[config.mk]
export PLATFORM = sky130hd
export DESIGN_NAME = robm_key_ctrl
export DESIGN_NICKNAME = d
export VERILOG_FILES = /design/src/rtl/robm_pkg.sv /design/src/rtl/robm_key_shreg.sv /design/src/rtl/robm_key_ctrl.sv
export SDC_FILE = /design/constraint.sdc
export NUM_CORES = 1
export LEC_CHECK = 0
export ABC_AREA = 0
export BUFFER_PORTS_ARGS = -buffer_cell sky130_fd_sc_hd__buf_2
export CAP_MARGIN = 20
export CORE_ASPECT_RATIO = 0.7
export CORE_UTILIZATION = 30
export CTS_CLUSTER_DIAMETER = 30
export DETAILED_ROUTE_END_ITERATION = 8
export SLEW_MARGIN = 20
export SYNTH_ARGS = -nofsm -noshare
export SYNTH_HDL_FRONTEND = slang
export SYNTH_SLANG_ARGS = --single-unit
[constraint.sdc]
create_clock -name clk -period 3.5 [get_ports clk]
set_input_delay 0.35 -clock clk [delete_from_list [all_inputs] [get_ports clk]]
set_output_delay 0.35 -clock clk [all_outputs]
set_load 0.02 [all_outputs]
[src/rtl/robm_pkg.sv]
// Shared state encoding, default sizes and the key parity helper for the key-load controller.
// The PAR/ERR states exist only when ROBM_KEY_PARITY_EN is defined.
package robm_pkg;

  localparam int unsigned KeyWDefault     = 8;
  localparam int unsigned MaxTriesDefault = 3;
  localparam int unsigned HoldCycDefault  = 4;
  localparam int unsigned ParityMaxW      = 64;

`ifdef ROBM_KEY_PARITY_EN
  typedef enum logic [2:0] {
    StIdle, StLoad, StPar, StHold, StRun, StErr, StLockout
  } state_e;
`else
  typedef enum logic [2:0] {
    StIdle, StLoad, StHold, StRun, StLockout
  } state_e;
`endif

  // True when key plus parity bit carry an even number of ones (unused upper bits are zero).
  function automatic logic even_parity_ok(input logic [ParityMaxW-1:0] bits);
    return ~(^bits);
  endfunction

endpackage

[src/rtl/robm_key_shreg.sv]
// Serial MSB-first key shift register with accepted-bit counter; updates on the falling edge.
module robm_key_shreg #(
  parameter int unsigned KeyW = 8
) (
  input  logic            clk_i,
  input  logic            rst_ni,
  input  logic            clr_i,
  input  logic            shift_i,
  input  logic            bit_i,
  output logic [KeyW-1:0] data_o,
  output logic            done_o
);

  localparam int unsigned CntW = $clog2(KeyW + 1);

  logic [KeyW-1:0] data_q, data_d;
  logic [CntW-1:0] cnt_q, cnt_d;

  always_comb begin
    data_d = data_q;
    cnt_d  = cnt_q;
    if (clr_i) begin
      data_d = '0;
      cnt_d  = '0;
    end else if (shift_i) begin
      data_d = {data_q[KeyW-2:0], bit_i};
      cnt_d  = cnt_q + CntW'(1);
    end
  end

  always_ff @(negedge clk_i or negedge rst_ni) begin
    if (!rst_ni) begin
      data_q <= '0;
      cnt_q  <= '0;
    end else begin
      data_q <= data_d;
      cnt_q  <= cnt_d;
    end
  end

  assign data_o = data_q;
  // Set while the next accepted bit is the last one of the key.
  assign done_o = (cnt_q == CntW'(KeyW - 1));

endmodule

[src/rtl/robm_key_ctrl.sv]
// Key-load controller: serially loads a key, holds the locked controller in reset, then runs it.
// Define ROBM_KEY_PARITY_EN to add the even-parity check (PAR and ERR states, err output).
module robm_key_ctrl
  import robm_pkg::*;
#(
  parameter int unsigned KEY_W     = KeyWDefault,
  parameter int unsigned MAX_TRIES = MaxTriesDefault,
  parameter int unsigned HOLD_CYC  = HoldCycDefault
) (
  input  logic             clk,
  input  logic             rst,
  input  logic             start,
  input  logic             abort,
  input  logic             key_valid,
  input  logic             key_bit,
  output logic             key_ready,
  output logic [KEY_W-1:0] key_out,
  output logic             fsm_rst,
  output logic             active,
  output logic             err,
  output logic             lockout
);

  localparam int unsigned TryW  = $clog2(MAX_TRIES + 1);
  localparam int unsigned HoldW = $clog2(HOLD_CYC + 1);

  state_e             state_q, state_d;
  logic [TryW-1:0]    try_cnt_q, try_cnt_d;
  logic [HoldW-1:0]   hold_cnt_q, hold_cnt_d;
  logic [KEY_W-1:0]   key_out_q, key_out_d;
  logic               fsm_rst_q, fsm_rst_d;
  logic               key_ready_q, key_ready_d;
  logic               active_q, active_d;
  logic               lockout_q, lockout_d;

  logic               shreg_clr, shreg_shift, shreg_done;
  logic [KEY_W-1:0]   shreg;
  logic [KEY_W-1:0]   key_full;

  robm_key_shreg #(
    .KeyW(KEY_W)
  ) u_shreg (
    .clk_i  (clk),
    .rst_ni (rst),
    .clr_i  (shreg_clr),
    .shift_i(shreg_shift),
    .bit_i  (key_bit),
    .data_o (shreg),
    .done_o (shreg_done)
  );

  // Key including the bit being accepted this cycle, for the direct LOAD->HOLD path.
  assign key_full = {shreg[KEY_W-2:0], key_bit};

  always_comb begin
    state_d     = state_q;
    try_cnt_d   = try_cnt_q;
    hold_cnt_d  = hold_cnt_q;
    shreg_clr   = 1'b0;
    shreg_shift = 1'b0;
    unique case (state_q)
      StIdle,
`ifdef ROBM_KEY_PARITY_EN
      StErr,
`endif
      StRun: begin
        if (start) begin
          if (try_cnt_q == TryW'(MAX_TRIES)) begin
            state_d = StLockout;
          end else begin
            state_d   = StLoad;
            shreg_clr = 1'b1;
            try_cnt_d = try_cnt_q + TryW'(1);
          end
        end
      end
      StLoad: begin
        if (abort) begin
          state_d   = StIdle;
          shreg_clr = 1'b1;
        end else if (key_valid) begin
          shreg_shift = 1'b1;
          if (shreg_done) begin
`ifdef ROBM_KEY_PARITY_EN
            state_d = StPar;
`else
            state_d    = StHold;
            hold_cnt_d = '0;
`endif
          end
        end
      end
`ifdef ROBM_KEY_PARITY_EN
      StPar: begin
        if (abort) begin
          state_d   = StIdle;
          shreg_clr = 1'b1;
        end else if (key_valid) begin
          if (even_parity_ok(ParityMaxW'({shreg, key_bit}))) begin
            state_d    = StHold;
            hold_cnt_d = '0;
          end else begin
            state_d = StErr;
          end
        end
      end
`endif
      StHold: begin
        if (hold_cnt_q == HoldW'(HOLD_CYC - 1)) begin
          state_d = StRun;
        end else begin
          hold_cnt_d = hold_cnt_q + HoldW'(1);
        end
      end
      StLockout: state_d = StLockout;
      default:   state_d = StIdle;
    endcase
  end

`ifdef ROBM_KEY_PARITY_EN
  logic err_q, err_d;
`endif

  // Outputs are decoded from the next state so they register alongside it.
  always_comb begin
    key_out_d = key_out_q;
    if (state_d == StLockout) begin
      key_out_d = '0;
    end else if (state_d == StHold && state_q != StHold) begin
      key_out_d = (state_q == StLoad) ? key_full : shreg;
    end
    fsm_rst_d   = (state_d != StRun);
    active_d    = (state_d == StRun);
    lockout_d   = (state_d == StLockout);
    key_ready_d = (state_d == StLoad);
`ifdef ROBM_KEY_PARITY_EN
    key_ready_d = key_ready_d || (state_d == StPar);
    err_d       = (state_d == StErr);
`endif
  end

  always_ff @(negedge clk or negedge rst) begin
    if (!rst) begin
      state_q     <= StIdle;
      try_cnt_q   <= '0;
      hold_cnt_q  <= '0;
      key_out_q   <= '0;
      fsm_rst_q   <= 1'b1;
      key_ready_q <= 1'b0;
      active_q    <= 1'b0;
      lockout_q   <= 1'b0;
    end else begin
      state_q     <= state_d;
      try_cnt_q   <= try_cnt_d;
      hold_cnt_q  <= hold_cnt_d;
      key_out_q   <= key_out_d;
      fsm_rst_q   <= fsm_rst_d;
      key_ready_q <= key_ready_d;
      active_q    <= active_d;
      lockout_q   <= lockout_d;
    end
  end

`ifdef ROBM_KEY_PARITY_EN
  always_ff @(negedge clk or negedge rst) begin
    if (!rst) begin
      err_q <= 1'b0;
    end else begin
      err_q <= err_d;
    end
  end

  assign err = err_q;
`else
  assign err = 1'b0;
`endif

  assign key_ready = key_ready_q;
  assign key_out   = key_out_q;
  assign fsm_rst   = fsm_rst_q;
  assign active    = active_q;
  assign lockout   = lockout_q;

endmodule

==> metrics <==
drt total wl ~2800 µm; pre-CTS WS a little under 50 ps; area delta synth->final 19.8%; CP Capture Type register; CP required 1880 ps; Worst Slack Setup Final around 360 ps; top cells by count, synth 30 x dfrtn_1, 22 x nand2_1, 12 x nand3_1; post-route ant nets 0; Synth Flop Type dfrtn_1; post-CTS setup repair buffer count 0; share of cells above drive strength 1 23.3%; initial antenna violation count 0; Fin. Hold Viols 0; clock skew about 50 ps; DR WL/cell about 13 µm; setup TNS 0 ps; post-synthesis sequential area ratio ~55%; total number of vias between 1k and 1.5k; Max rail drop VDD 295 µV; YS warnings 0; Avg Cell Area, Syn ~11 µm²; hold-fix buffers at CTS 0; synthesized flop and latch total 31; largest net degree at the start of global routing 32; detailed placement HPWL slightly above 2000 µm; Leak ~0.8 nW; Power Dens Cells between 600 and 700 nW/µm²; number of max-cap violations 0; Slew Limit Fails 0; failing checks design-rule violations; synth top area cells dfrtn_1 53%, nand2_1 5.8%, o2bb2ai_1 4.9%, nand3_1 4.2%, a21oi_1 3.5%; worst min path class register to register; TritonCTS clock tree yes; Die W approximately 84 µm; Final Net Count 168; critical path type input pin to register; Mapped Area between 1000 and 1500 µm²; DR vias/cell roughly 4.9; largest area contributor in the synthesized netlist dfrtn_1; syn nets 144; die area ~5000 µm²; CTS buffer count 5; Tightest Pin Transition about 680 ps; CP Data Arrival Time 1520 ps; Core Region approximately 4400 µm²; Top Ports 19; Clock Latency Late Sink about 340 ps; part of the power in registers a little over two fifths; final number of setup-violating endpoints 0; initial core utilization around 32%; DR iter-0 viols between 70 and 80; clock transition at the registers of the reported paths about 50 ps; row count 20; global route total overflow 0; Power Internal slightly above 0.7 mW; chip height ~60 µm; clock sink count 31; slew margin rel. between 50% and 60%; PostCTS Resize Cnt 0; All-Layer GR Usage between 10% and 20%; CTS Buffer Depth 2; Synth top area share between 50% and 60%; Startpoint Class input pin; RSZ-0062 raised after global routing no; number of global-route vias before repair 1014; Routability Congestion around 0.83; Post-synth EDFFs 0; Syn Inst Count between 100 and 150; Clk pwr share ~33%; first-pass GRT wire length about 5000 µm; status finished, violations left; worst-path fanout max 3; CTS H-tree lvls 2; combinational share of power about a quarter; DRC 6; port buffer count 17; antenna cells 0; Synth cell types 30; most numerous cell in the Yosys netlist dfrtn_1; Pre-antenna DRT Iters 6; clock root cell clkbuf_8; Sw Share 31.7%; Post-synth ARST share 100%; Psw roughly 0.33 mW
[layout make-up]
class	instances	area, µm²
tap	55	68.8
timing repair buffer	24	138
clock buffer	5	68.8
sequential	31	777
multi-input combinational	92	596
fill	440	2730
inverter	3	11.3
clock inverter	4	42.5
[through the flow]
stage	util, %	power, mW	hold slack (ps)	cells	cell area (µm²)
after global placement	36.0	0.705	431	206	1590
final	38.4	1.05	446	214	1700
after floorplan	-	0.633	410	134	1420
after detailed placement	36.0	0.715	446	206	1590
after global routing	38.4	1.11	465	214	1700
after CTS	38.4	1.06	445	214	1700
[logic make-up (layout without fill, tap and decap cells)]
group / count (synthesis) / in the layout / share of synthesized area [%]
buffers and inverters: 11 / 36 / 3.35
and+or+nand+nor: 55 / 55 / 20.5
muxes: 4 / 4 / 3.17
adders and majority gates: 4 / 4 / 3.52
xor gates and xnor gates: 5 / 5 / 3.08
AOI/OAI and AO/OA: 23 / 23 / 11.4
DFF: 31 / 31 / 54.7
other: 1 / 1 / 0.264
[routing by layer]
metal	vias to the layer above	track usage, %	share of wire [%]
met5	-	0	0
met4	0	5.91	1.4
met3	5	4.18	4.4
met2	22	20.7	43
met1	502	17.6	52
li1	509	-	-
[state kept, by name (all words and copies together), names as in the netlist]
| signal | flops |
|---|---|
| state_q | 3 |
| key_ready | 1 |
| u_shreg.data_o | 7 |
| hold_cnt_q | 3 |
| u_shreg.cnt_q | 4 |
| key_out | 8 |
| fsm_rst | 1 |
| try_cnt_q | 2 |
| lockout | 1 |
| active | 1 |
[layout by cell type, fill, tap and decap left out, types with 2 or more instances in the layout]
master / count
ha_1: 4
buf_2: 17
a21oi_1: 10
inv_1: 4
nor2b_1: 2
mux2_1: 3
and2_1: 2
o31ai_1: 2
nor2_1: 8
dfrtn_1: 30
xor2_1: 4
nand2_1: 22
and3_1: 2
nand3b_1: 2
clkbuf_8: 5
buf_4: 7
nand3_1: 12
o2bb2ai_1: 8
[power groups by stage]
stage          clock network (mW)  logic, mW  registers [mW]
3_3_place_gp              0.00358      0.242           0.460
2_1_floorplan             0.00358      0.183           0.446
4_1_cts                     0.357      0.251           0.456
3_5_place_dp              0.00358      0.250           0.462
6_report                    0.348      0.249           0.457
5_1_grt                     0.372      0.278           0.464
[critical path: stages]
cell	delay, ps
buf_2	120
nor4b_4	320
nand4_4	140
a21oi_2	230
mux2_1	350
[path summary, 6_finish.rpt]
path                                           start                        end  slack, ps  cells past startpoint
min reg2reg                hold_cnt_q[2]$_DFFE_NN0P_  hold_cnt_q[2]$_DFFE_NN0P_        450                      1
min in group asynchronous                        rst   try_cnt_q[1]$_DFFE_NN0P_       1730                      1
max reg2reg                hold_cnt_q[0]$_DFFE_NN0P_  hold_cnt_q[1]$_DFFE_NN0P_       1430                      6
min                        hold_cnt_q[2]$_DFFE_NN0P_  hold_cnt_q[2]$_DFFE_NN0P_        450                      1
max                                            abort  hold_cnt_q[1]$_DFFE_NN0P_        360                      5
max in group asynchronous                        rst          fsm_rst$_DFF_NN1_       1280                      1
Power figures use the tool's default switching activity.
